[config.mk]
export PLATFORM = sky130hd
export DESIGN_NAME = inst_fetch_ctrl
export DESIGN_NICKNAME = d
export VERILOG_FILES = /design/src/rtl/fetch_pkg.sv /design/src/rtl/fetch_fifo.sv /design/src/rtl/inst_fetch_ctrl.sv
export SDC_FILE = /design/constraint.sdc
export NUM_CORES = 1
export LEC_CHECK = 0
export BUFFER_PORTS_ARGS = -buffer_cell sky130_fd_sc_hd__buf_2
export CORE_ASPECT_RATIO = 1.75
export CORE_MARGIN = 2
export CORE_UTILIZATION = 51
export CTS_CLUSTER_DIAMETER = 100
export DETAILED_ROUTE_END_ITERATION = 8
export PLACE_DENSITY = 0.75
export SYNTH_ARGS = -nofsm -noshare
export SYNTH_HDL_FRONTEND = slang
export SYNTH_SLANG_ARGS = --single-unit
[constraint.sdc]
create_clock -name clk -period 4.7 [get_ports clk]
set_input_delay 0.235 -clock clk [delete_from_list [all_inputs] [get_ports clk]]
set_output_delay 0.235 -clock clk [all_outputs]
set_load 0.02 [all_outputs]
[src/rtl/fetch_pkg.sv]
`default_nettype none
// ============================================================================
//  Module   : fetch_pkg
//  Purpose  : Shared types and constants for the instruction fetch sequencer.
//  Revision : 1.0 - initial release
// ============================================================================
package fetch_pkg;

  // Fetch sequencer states: normal fetching, or draining a wrong-path request
  typedef enum logic [0:0] {
    FETCH = 1'b0,
    DRAIN = 1'b1
  } fetch_state_t;

  // One prefetch FIFO entry: the fetched word and the address it came from
  typedef struct packed {
    logic [31:0] pc;
    logic [31:0] inst;
  } fetch_entry_t;

  localparam int unsigned WORD_BYTES = 4;

  // Force a byte address onto a word boundary
  function automatic logic [31:0] word_align(input logic [31:0] addr);
    return {addr[31:2], 2'b00};
  endfunction

endpackage
`default_nettype wire

[src/rtl/fetch_fifo.sv]
`default_nettype none
// ============================================================================
//  Module   : fetch_fifo
//  Purpose  : Small synchronous FIFO with flush; head is presented
//             combinationally. DEPTH must be a power of two, 2 or more.
//  Revision : 1.0 - initial release
// ============================================================================
module fetch_fifo #(
  parameter  int DEPTH = 2,
  parameter  int WIDTH = 64,
  localparam int PTR_W = $clog2(DEPTH),
  localparam int CNT_W = PTR_W + 1
) (
  input  logic             clk,
  input  logic             rst,
  input  logic             push,
  input  logic             pop,
  input  logic             flush,
  input  logic [WIDTH-1:0] wdata,
  output logic [CNT_W-1:0] count,
  output logic [WIDTH-1:0] head
);

  logic [WIDTH-1:0] r_mem [DEPTH];
  logic [PTR_W-1:0] r_wr_ptr;
  logic [PTR_W-1:0] r_rd_ptr;
  logic [CNT_W-1:0] r_count;
  logic             w_do_push;
  logic             w_do_pop;

  // Pop only real data; push only into free space (a same-cycle pop frees one)
  assign w_do_pop  = pop && (r_count != '0);
  assign w_do_push = push && ((r_count != CNT_W'(DEPTH)) || w_do_pop);

  // Storage array; contents need no reset because count qualifies them
  always_ff @(posedge clk) begin
    if (w_do_push && !flush) begin
      r_mem[r_wr_ptr] <= wdata;
    end
  end

  // Pointer and occupancy bookkeeping; flush wins over push and pop
  always_ff @(posedge clk or posedge rst) begin
    if (rst) begin
      r_wr_ptr <= '0;
      r_rd_ptr <= '0;
      r_count  <= '0;
    end else if (flush) begin
      r_wr_ptr <= '0;
      r_rd_ptr <= '0;
      r_count  <= '0;
    end else begin
      if (w_do_push) r_wr_ptr <= r_wr_ptr + 1'b1;
      if (w_do_pop)  r_rd_ptr <= r_rd_ptr + 1'b1;
      if (w_do_push && !w_do_pop)      r_count <= r_count + 1'b1;
      else if (!w_do_push && w_do_pop) r_count <= r_count - 1'b1;
    end
  end

  assign count = r_count;
  assign head  = r_mem[r_rd_ptr];

endmodule
`default_nettype wire

[src/rtl/inst_fetch_ctrl.sv]
`default_nettype none
// ============================================================================
//  Module   : inst_fetch_ctrl
//  Purpose  : Fetch sequencer between PC logic and instruction memory. Issues
//             word fetches over req/ack, buffers words in a prefetch FIFO and
//             presents {inst, pc} to IF/ID. Handles stall and redirect.
//  Options  : FETCH_PERF_CNT_EN adds saturating fetch/bubble counters.
//  Revision : 1.0 - initial release
// ============================================================================
module inst_fetch_ctrl
  import fetch_pkg::*;
#(
  parameter logic [31:0] RESET_PC   = 32'h0000_0000,
  parameter int          FIFO_DEPTH = 2
) (
  input  logic        clk,
  input  logic        rst,
  input  logic        stall,
  input  logic        redirect,
  input  logic [31:0] redirect_pc,
  output logic        mem_req,
  output logic [31:0] mem_addr,
  input  logic        mem_ack,
  input  logic [31:0] mem_rdata,
  output logic [31:0] inst,
  output logic [31:0] inst_pc,
  output logic        inst_valid,
  output logic        align_err
`ifdef FETCH_PERF_CNT_EN
  ,
  output logic [31:0] perf_fetch_cnt,
  output logic [31:0] perf_bubble_cnt
`endif
);

  localparam int CNT_W = $clog2(FIFO_DEPTH) + 1;

  fetch_state_t  r_state;
  logic [31:0]   r_fetch_pc;
  logic [31:0]   r_drain_addr;
  logic          r_active;
  logic          r_align_err;
  logic [CNT_W-1:0] w_count;
  fetch_entry_t  w_head;
  fetch_entry_t  w_wdata;
  logic          w_req;
  logic          w_xfer;
  logic          w_push;
  logic          w_pop;
  logic          w_not_full;

  // r_active keeps mem_req low until the first clock after reset release
  assign w_not_full = (w_count < CNT_W'(FIFO_DEPTH));
  assign w_req      = r_active && ((r_state == DRAIN) || w_not_full);
  assign w_xfer     = w_req && mem_ack;
  assign w_push     = w_xfer && (r_state == FETCH) && !redirect;
  assign inst_valid = (w_count != '0);
  assign w_pop      = inst_valid && !stall && !redirect;
  assign w_wdata    = '{pc: r_fetch_pc, inst: mem_rdata};

  assign mem_req   = w_req;
  assign mem_addr  = (r_state == DRAIN) ? r_drain_addr : r_fetch_pc;
  assign inst      = inst_valid ? w_head.inst : '0;
  assign inst_pc   = inst_valid ? w_head.pc   : '0;
  assign align_err = r_align_err;

  fetch_fifo #(
    .DEPTH (FIFO_DEPTH),
    .WIDTH ($bits(fetch_entry_t))
  ) u_fifo (
    .clk   (clk),
    .rst   (rst),
    .push  (w_push),
    .pop   (w_pop),
    .flush (redirect),
    .wdata (w_wdata),
    .count (w_count),
    .head  (w_head)
  );

  // Fetch FSM and PC: redirect overrides advance; an unacked request at
  // redirect time is remembered and drained with its original address
  always_ff @(posedge clk or posedge rst) begin
    if (rst) begin
      r_state      <= FETCH;
      r_fetch_pc   <= RESET_PC;
      r_drain_addr <= RESET_PC;
      r_active     <= 1'b0;
      r_align_err  <= 1'b0;
    end else begin
      r_active <= 1'b1;
      if (redirect && (redirect_pc[1:0] != 2'b00)) begin
        r_align_err <= 1'b1;
      end
      case (r_state)
        FETCH: begin
          if (redirect) begin
            r_fetch_pc <= word_align(redirect_pc);
            if (w_req && !mem_ack) begin
              r_state      <= DRAIN;
              r_drain_addr <= r_fetch_pc;
            end
          end else if (w_xfer) begin
            r_fetch_pc <= r_fetch_pc + 32'(WORD_BYTES);
          end
        end
        DRAIN: begin
          if (redirect) begin
            r_fetch_pc <= word_align(redirect_pc);
          end
          if (mem_ack) begin
            r_state <= FETCH;
          end
        end
        default: r_state <= FETCH;
      endcase
    end
  end

`ifdef FETCH_PERF_CNT_EN
  // Saturating counters: accepted fetches and cycles without a valid head
  always_ff @(posedge clk or posedge rst) begin
    if (rst) begin
      perf_fetch_cnt  <= '0;
      perf_bubble_cnt <= '0;
    end else begin
      if (w_push && (perf_fetch_cnt != 32'hFFFF_FFFF)) begin
        perf_fetch_cnt <= perf_fetch_cnt + 32'd1;
      end
      if (!inst_valid && (perf_bubble_cnt != 32'hFFFF_FFFF)) begin
        perf_bubble_cnt <= perf_bubble_cnt + 32'd1;
      end
    end
  end
`endif

endmodule
`default_nettype wire

==> results.md, run 1 <==
* Reg2reg path depth at 4
* Vias at 5912
* Instance count of the mapped netlist at 644
* Worst Hold Launch: mem_rdata[18]
* Top_reg_cell synth: edfxtp_1
* Critical path type: register to register
* Worst Skew at 0.009461 ns
* Final Total Pwr at 4119 uW
* Share of layout cells above drive strength 1 at 32.89%
* CP max-delay cell: dfrtp_2
* First-pass iteration count of the detailed router at 5
* Worst Path Arrival at 3.39 ns
* Largest net degree at the start of global routing at 68
* Fin. Hold Viols at 0
* Crit end category: register
* Area share of the largest cell type after synthesis at 44.26%
* Setup TNS at 0 ns
* Initial antenna violation count at 0
* # DRC at 0
* Clock Tree Root: clkbuf_16
* Final wirelength at 19740 um
* Routability cong. at 0.9185
* CTS tree: yes
* NumNets Final at 890
* GRT Overall Usage at 22.92%
* Detailed Route Iter0 Violations at 304
* Post-layout util at 62.79%
* Status: complete, no violations
* Die Span Y at 173.9 um
* DRT antenna net count at 0
* Wire length of the first global-routing pass at 31040 um
* # IOs at 168
* Final hold slack at 0.01013 ns
* Setup Buffers After CTS at 0
* Endpoints failing setup at 0
* HP Class: primary input to register
* DP Worst Slack at 1.358 ns
* Vias in the first global route at 6056
* Post-synthesis cell type count at 61
* Die area at 17580 um2
* R2r setup slk at 1.37 ns
* Synth Cell Area at 8413 um2
* Max Clock Freq at 0.3004 GHz
* Min-Delay Endpoint: u_fifo.r_mem[1][18]
* Core area at 16290 um2
* Most frequent cells in the layout: 163 x buf_2, 124 x edfxtp_1, 88 x nor2_1, 65 x dfrtp_1, 62 x mux2i_1
* Post-CTS sizing at 0
* Row Count at 62
* Crit-path leading delay family: simple AND/OR/NAND/NOR gates
* Gr ovfl total at 0
* DR vias/cell at 5.768
* Rel. slew slack at 25.85%
* IO Port Bufs at 163
* DPL Wire Length at 13060 um
* Min Tclk post-route at 3.328 ns
* Hold path cells at 1
* Max VDD drop at 0.2406 mV
* RSZ-0062 raised after global routing: no
* H-tree lvl count at 4
* Startpoint Class: register
* Synthesized flop and latch total at 191
* P per Cell Area at 402.7 nW/um2
* Setup WS post-layout at 1.372 ns
* CP peak stage delay at 0.79 ns
* Clock Latency Late Sink at 0.42 ns
* Synth warnings at 0
* Clock Sinks at 191
* Worst slew pin tran at 1.112 ns
* Critical Path RT at 4.76 ns
* Post-synth EDFFs at 124
* CTS Hold Bufs at 21
* Max clock buf depth at 2
* Max Cap Viol at 0
* Max Slew Vio Count at 0
* Layout area overhead at 21.58%
* Most common cell after layout, fill and taps aside: buf_2
* Worst r2r src: r_state
* Starting density of the core at 51.64%
* Async S/R FF share, synth at 35.08%
* N_diodes at 0
* Main area contributors after synthesis: edfxtp_1 44%, dfrtp_1 20%, mux2i_1 7.4%
* Die Width at 101.1 um
* Buf/Inv on CP at 1
* CTS buffer count at 17
* Critical path cell sequence: or2_2 > nor2_1 > and2_2 > buf_4
* Clock-pin slew on the worst setup and hold paths at 0.07 ns
* Max FO, Critical Path at 50
* Synth area leader: edfxtp_1
* Post-Synthesis Mean Instance Area at 13.06 um2
* Reg2reg end: u_fifo.r_mem[1][12]
* Routed WL per cell at 19.26 um
* Seq/Total Area, Yosys at 64.19%
* Lkg Pwr at 0.003990 uW
* Final period utilization at 70.82%
[per-layer routing]
layer	routed length (um)	part of all wire [%]	vias up	GRT usage, %
met4	561	2.8	0	9.403
met5	0	0	-	0
met2	10480	53	208	40.07
li1	-	-	2743	-
met1	7750	39	2924	27.53
met3	944	4.8	37	3.981
[per-stage QoR]
step / std cells / instance area, um2
floorplan: 647 / 8424
global placement: 968 / 9389
detailed placement: 968 / 9389
CTS: 1021 / 10190
global route: 1025 / 10230
finish: 1025 / 10230
[cell usage after synthesis (2+ instances only)]
cell and number:
clkbuf_1 18, conb_1 2, nand4_1 8, nand2_1 31, nor4_1 3, buf_4 5
nor2_1 91, and2_1 6, and3_1 10, or3_1 2, a31oi_1 5, a211oi_1 3
a311oi_1 4, a21oi_1 21, or2_2 3, buf_1 12, o32ai_1 2, nor3_1 5
xor2_1 3, buf_2 6, a22oi_1 2, a222oi_1 2, nand2b_1 3, nand3_1 15
dfrtp_1 67, edfxtp_1 124, a41o_1 2, nand3b_1 2, mux2i_1 62, inv_1 11
and4_1 3, o22ai_1 8, o21ai_0 19, a311o_1 2, mux2_2 54, a31o_2 3
[power breakdown]
part | internal, uW | switching (uW)
clock | 824 | 617
sequential | 1970 | 151
combinational | 247 | 310
[state kept, by name, summed over array words and instances, names as in the netlist]
name / count
r_fetch_pc: 30
r_active: 1
align_err: 1
u_fifo.r_mem: 124
r_state: 1
u_fifo.r_wr_ptr: 1
u_fifo.count: 2
r_drain_addr: 30
u_fifo.r_rd_ptr: 1
[worst max path at each step]
stage                          from                  end  slack [ns]  cells after the start
floorplan           u_fifo.count[1]   u_fifo.r_mem[0][0]        0.50                      4
global placement            r_state  u_fifo.r_mem[1][34]        1.47                      4
detailed placement          r_state  u_fifo.r_mem[1][20]        1.36                      4
CTS                         r_state  u_fifo.r_mem[1][35]        1.34                      4
global route                r_state  u_fifo.r_mem[1][35]        1.17                      4
finish                      r_state  u_fifo.r_mem[1][12]        1.37                      4
[cells by family after synthesis]
group | share of synthesized area, %
other | 0.08927
multiplexers | 14.60
flip-flops | 64.19
AO/OA/AOI/OAI | 7.377
buffers and inverters | 2.677
AND/OR/NAND/NOR | 10.50
XOR/XNOR | 0.4165
adder cells (fa/ha/maj) | 0.1487
[cell type report]
class | instances | area, um2
fillers | 1290 | 6062
inverters | 12 | 45.04
repair buffers | 195 | 1131
well taps | 192 | 240.2
multi-input cells | 403 | 2818
clock buffers | 21 | 461.7
flip-flops and latches | 191 | 5405
clock inverters | 11 | 127.6
[worst register-to-register path, stage by stage (launching register included)]
cell and delay [ns]:
dfrtp_2 0.79, or2_2 0.58, nor2_1 0.42, and2_2 0.58
buf_4 0.56
Power figures use the tool's default switching activity.
==> run 2, diff against run 1 <==
- clock period: 4.7 -> 3.4 ns (I/O delays scaled with it)
==> run 2 against run 1 <==
Global-route usage grew 0.46 points. Cell count grew 2.4%. Die area is the same. Flip-flop and latch count is the same. Routed wire length grew 2.3%. Utilization grew 1.5 points. Non-clock buffer count grew 25. Critical path type is now register to output port. Power grew 38%.
==> results.md, run 2 (synthesis results as in run 1) <==
* Status: complete, no violations
* Initial antenna violation count at 0
* Final std cells w/o fill at 1050
* Max Clock Freq at 0.4230 GHz
* Largest register FFs at 124
* HP Class: primary input to register
* N_diodes at 0
* CTS tree: yes
* Clock Latency Late Sink at 0.43 ns
* Sw Pwr at 1520 uW
* Switching fraction of total power at 26.68%
* Rel. slew slack at 27.24%
* Reg2reg end: r_fetch_pc[14]
* Internal Power at 4176 uW
* CP peak stage delay at 1.15 ns
* Most frequent cells in the layout: 163 x buf_2, 124 x edfxtp_1, 88 x nor2_1, 65 x dfrtp_1, 62 x mux2i_1
* Routability cong. at 0.9665
* IO Port Bufs at 163
* Detailed Route Iter0 Violations at 332
* Clock power frac at 34.3%
* Max VDD drop at 0.3654 mV
* Critical path cell sequence: mux2i_1 > nor2_1 > buf_2
* Core area at 16290 um2
* Final period utilization at 69.54%
* Die area at 17580 um2
* H-tree lvl count at 4
* Critical Path RT at 3.23 ns
* Die Span Y at 173.9 um
* Vias in the first global route at 6224
* Lkg Pwr at 0.004091 uW
* Routed WL per cell at 19.23 um
* Most common cell after layout, fill and taps aside: buf_2
* Largest net degree at the start of global routing at 65
* Biggest regs: u_fifo.r_mem x124, r_drain_addr x30, r_fetch_pc x30
* Setup TNS at 0 ns
* Critical path type: register to output port
* Die Width at 101.1 um
* DR vias/cell at 5.738
* Crit end category: output port
* Hold path cells at 3
* Reg2reg path depth at 5
* GRT Overall Usage at 23.38%
* Share of layout cells above drive strength 1 at 33.10%
* CTS buffer count at 17
* Final Total Pwr at 5696 uW
* Worst Hold Launch: redirect_pc[28]
* # DRC at 0
* Min Tclk post-route at 2.364 ns
* Biggest register: u_fifo.r_mem
* Max clock buf depth at 2
* Clock Sinks at 191
* Gate power share at 14.2%
* DRT antenna net count at 0
* Placed cell areas at 9474 um2
* P per Cell Area at 543.6 nW/um2
* Worst r2r src: r_state
* Placed cell count at 976
* DPL Wire Length at 13720 um
* RSZ-0062 raised after global routing: no
* # IOs at 168
* Min-Delay Endpoint: r_fetch_pc[28]
* Startpoint Class: register
* Vias at 6025
* Clock Tree Root: clkbuf_16
* Clock-pin slew on the worst setup and hold paths at 0.07 ns
* First-pass iteration count of the detailed router at 5
* Row Count at 62
* CP max-delay cell: dfrtp_4
* Max Cap Viol at 0
* Wire length of the first global-routing pass at 31610 um
* Fin. Hold Viols at 0
* Gr ovfl total at 0
* NumNets Final at 915
* R2r setup slk at 1.09 ns
* Reg power frac at 51.5%
* Worst Path Arrival at 2.19 ns
* Layout area overhead at 24.55%
* Post-CTS sizing at 0
* Endpoints failing setup at 0
* Post-route cell area at 10480 um2
* Worst Skew at 0.01111 ns
* Max FO, Critical Path at 64
* Max Slew Vio Count at 0
* Buf/Inv on CP at 1
* Final wirelength at 20190 um
* Worst slew pin tran at 1.091 ns
* Starting density of the core at 51.64%
* Crit-path leading delay family: flip-flops
-- run 2: cell count changes in the layout (fill, tap and decap cells not counted) --
cell,change
clkbuf_1,-3
buf_12,+2
clkinvlp_4,+2
inv_6,-2
clkinv_4,+4
clkinv_1,+1
clkbuf_16,-1
buf_4,+6
clkinvlp_2,+1
dlygate4sd3_1,+17
clkinv_2,-2
-- run 2: final cells by class --
class,instances,area (um2)
clock buffer,17,425.4
clock inverter,15,158.9
fill,1258,5812
inverter,12,45.04
multi-input combinational,403,2818
sequential,191,5405
tap,192,240.2
timing repair buffer,220,1386
-- run 2: worst min-delay path: cells and delay by family --
family                 cells  cell delay, ns
AO/OA/AOI/OAI              2            0.18
buffers and inverters      1            0.08
-- run 2: worst max-delay path by stage --
stage                     endpoint  slack, ns  cells after the start       startpoint
6_report               inst_pc[30]       1.04                      3  u_fifo.r_rd_ptr
5_1_grt                inst_pc[30]       0.86                      3  u_fifo.r_rd_ptr
4_1_cts                inst_pc[30]       0.95                      3  u_fifo.r_rd_ptr
3_5_place_dp        r_fetch_pc[14]       1.13                      5          r_state
3_3_place_gp   u_fifo.r_mem[1][15]       1.22                      4          r_state
2_1_floorplan   u_fifo.r_mem[0][0]       0.23                      4  u_fifo.count[1]
-- run 2: what timing repair did --
item | 4_1_cts | 5_1_grt
hold endpoints to repair | 104 | 0
buffers inserted | 0 | 0
hold buffers | 42 | 0
-- run 2: routing by layer --
layer / share of wire (%) / vias to the layer above / GRT usage (%) / wire, um
li1: - / 2793 / - / -
met1: 38 / 2939 / 27.35 / 7695
met2: 53 / 240 / 40.15 / 10610
met3: 5.4 / 53 / 3.981 / 1096
met4: 3.9 / 0 / 12.67 / 790
met5: 0 / - / 0 / 0
-- run 2: power by group through the flow --
stage                     Sequential (uW)  Combinational [uW]  Clock (uW)
after floorplan                      2880                 553           0
after global placement               2950                 751           0
after detailed placement             2980                 773           0
after CTS                            2930                 814        1990
after global routing                 2960                 878        2080
final                                2930                 808        1960
-- run 2: per-stage QoR --
step           worst slack (ns)  hold WS, ns  util [%]
6_report                  1.036      0.03920     64.32
5_1_grt                  0.8627      0.04859     64.32
4_1_cts                  0.9467      0.01790     64.32
2_1_floorplan            0.2281       0.2364         -
3_5_place_dp              1.131       0.3147     58.16
3_3_place_gp              1.217       0.3061     58.16
==> run 3, diff against run 2 <==
- ABC_AREA: unset -> 1
- CORE_UTILIZATION: 51 -> 50
- PLACE_DENSITY: 0.75 -> 0.76
- clock period: 3.4 -> 2.05 ns (I/O delays scaled with it)
==> run 3 against run 2 <==
Sequential power up 79%. Utilization is essentially flat. Routed wire length grew 7.4%. Non-clock buffer count grew 16. Critical endpoint is now inst_pc[3].
==> results.md, run 3 <==
* Seq/Total Area, Yosys at 62.92%
* Detailed Route Iter0 Violations at 439
* NumNets Final at 1204
* Synthesized flop and latch total at 191
* Reg power frac at 41.9%
* Async S/R FF share, synth at 35.08%
* Crit end category: output port
* Placed cell areas at 9693 um2
* Setup WS post-layout at 0.09831 ns
* Min Tclk post-route at 1.952 ns
* N_diodes at 0
* Share of layout cells above drive strength 1 at 20.75%
* Fillers at 1406
* Clock-pin slew on the worst setup and hold paths at 0.07 ns
* Rel. slew slack at 56.25%
* Clock Latency Late Sink at 0.43 ns
* Routed WL per cell at 15.79 um
* IO Port Bufs at 163
* H-tree lvl count at 4
* Clock Sinks at 191
* Post-Synthesis Mean Instance Area at 9.298 um2
* Startpoint Class: register
* Status: complete, no violations
* Worst Path Arrival at 1.85 ns
* Biggest regs: u_fifo.r_mem x124, r_drain_addr x30, r_fetch_pc x30
* Max clock buf depth at 2
* Final Total Pwr at 12480 uW
* Most common cell after layout, fill and taps aside: nand2_1
* # DRC at 0
* Gr ovfl total at 0
* Post-synthesis cell type count at 33
* Reg2reg end: r_fetch_pc[16]
* Fin. Hold Viols at 0
* Switching fraction of total power at 37.47%
* Hold path cells at 3
* Routability cong. at 0.9318
* Critical Path RT at 1.95 ns
* Post-layout util at 64.29%
* # IOs at 168
* Synth area leader: edfxtp_1
* Biggest register: u_fifo.r_mem
* Die Width at 103.0 um
* Vias at 7055
* HP Class: primary input to register
* Core area at 16870 um2
* Max Cap Viol at 0
* Reg2reg path depth at 10
* Row Count at 63
* Sw Pwr at 4677 uW
* Largest net degree at the start of global routing at 63
* Min-Delay Endpoint: r_fetch_pc[28]
* Commonest cells in the netlist: 326 x nand2_1, 124 x edfxtp_1, 87 x a21oi_1
* Clock power frac at 25.3%
* Max Slew Vio Count at 0
* Max VDD drop at 0.6502 mV
* Endpoints failing setup at 0
* Most numerous cell in the Yosys netlist: nand2_1
* Vias in the first global route at 6909
* Wire length of the first global-routing pass at 33260 um
* Largest register FFs at 124
* DPL Wire Length at 14750 um
* Worst slew pin tran at 0.6553 ns
* Synth Cell Area at 8582 um2
* Clock Tree Root: clkbuf_16
* Initial antenna violation count at 0
* Die Span Y at 177.3 um
* CTS tree: yes
* Critical path type: register to output port
* P per Cell Area at 1151 nW/um2
* Final period utilization at 95.20%
* Worst Hold Launch: redirect_pc[28]
* Worst r2r src: r_fetch_pc[2]
* Synth warnings at 0
* R2r setup slk at 0.27 ns
* First-pass iteration count of the detailed router at 5
* Internal Power at 7806 uW
* Top_reg_cell synth: edfxtp_1
* Worst Skew at 0.007655 ns
* CTS buffer count at 17
* Lkg Pwr at 0.004698 uW
* GRT Overall Usage at 24.04%
* Instance count of the mapped netlist at 923
* Setup TNS at 0 ns
* Die area at 18270 um2
* RSZ-0062 raised after global routing: no
* Final wirelength at 21690 um
* Starting density of the core at 50.88%
* Most frequent cells in the layout: 326 x nand2_1, 163 x buf_2, 124 x edfxtp_1, 87 x a21oi_1, 80 x o21ai_0
* Area share of the largest cell type after synthesis at 43.39%
* Layout area overhead at 26.36%
* DP Worst Slack at 0.3120 ns
* Max FO, Critical Path at 62
* Post-route cell area at 10840 um2
* Main area contributors after synthesis: edfxtp_1 43%, dfrtp_1 20%, nand2_1 14%
* DRT antenna net count at 0
* Post-synth EDFFs at 124
* Gate power share at 32.8%
* Max Clock Freq at 0.5124 GHz
* DR vias/cell at 5.135
## run 3: power by group through the flow
stage | Combinational, uW | Clock (uW) | Sequential (uW)
finish | 4090 | 3150 | 5240
global placement | 3870 | 0 | 5270
CTS | 4030 | 3210 | 5220
floorplan | 2660 | 0 | 5140
global route | 4520 | 3360 | 5310
detailed placement | 3930 | 0 | 5300
## run 3: worst max-delay path by stage
stage	end	from	slack, ns	cells past startpoint
CTS	inst_pc[3]	u_fifo.r_rd_ptr	0.02	5
global placement	r_fetch_pc[16]	r_fetch_pc[7]	0.36	9
floorplan	u_fifo.r_mem[0][0]	r_state	-0.21	5
global route	inst_pc[3]	u_fifo.r_rd_ptr	0.005	4
finish	inst_pc[3]	u_fifo.r_rd_ptr	0.1	4
detailed placement	r_fetch_pc[16]	r_fetch_pc[2]	0.31	10
## run 3: per-stage QoR
step	hold slack [ns]	instances
after global routing	0.01121	1374
after detailed placement	0.2198	1287
after floorplan	0.1989	926
after global placement	0.2119	1287
final	0.01347	1374
after CTS	0.001478	1371
## run 3: critical path, cell delays in order (launching register included)
cell and delay [ns]:
dfrtp_2 0.39, buf_6 0.41, nand2_1 0.10, a21oi_1 0.25, buf_2 0.21
## run 3: layout make-up
cell class | instances | area [um2] | share of cell area [%]
Multi-Input combinational cell | 625 | 2754 | 25.40
Clock buffer | 20 | 478.0 | 4.407
Inverter | 63 | 241.5 | 2.227
Tap cell | 227 | 284.0 | 2.619
Sequential cell | 191 | 5403 | 49.82
Clock inverter | 12 | 100.1 | 0.9230
Timing Repair Buffer | 236 | 1584 | 14.61
## run 3: layer usage
layer,global-route usage [%],routed length (um),vias up
met2,44.18,11850,229
met3,3.978,984,52
met1,25.54,8091,3308
li1,-,-,3466
met4,12.50,760,0
met5,0,0,-
## run 3: logic make-up (layout without fill, tap and decap cells)
logic type	after synthesis	in the layout	share of synthesized area (%)
DFF	191	191	62.92
buffers and inverters	110	331	5.351
AOI/OAI and AO/OA	191	191	11.47
adders and majority gates	1	1	0.1458
other	2	5	0.08751
xor gates and xnor gates	3	3	0.3062
and+or+nand+nor	424	424	19.59
muxes	1	1	0.1166
## run 3: what timing repair did
item	in CTS	in global routing
endpoints found under the setup margin	35	24
resized for setup	3	3
hold buffers	52	0
setup buffers	0	3
endpoints found under the hold margin	105	0
pin swaps	0	1
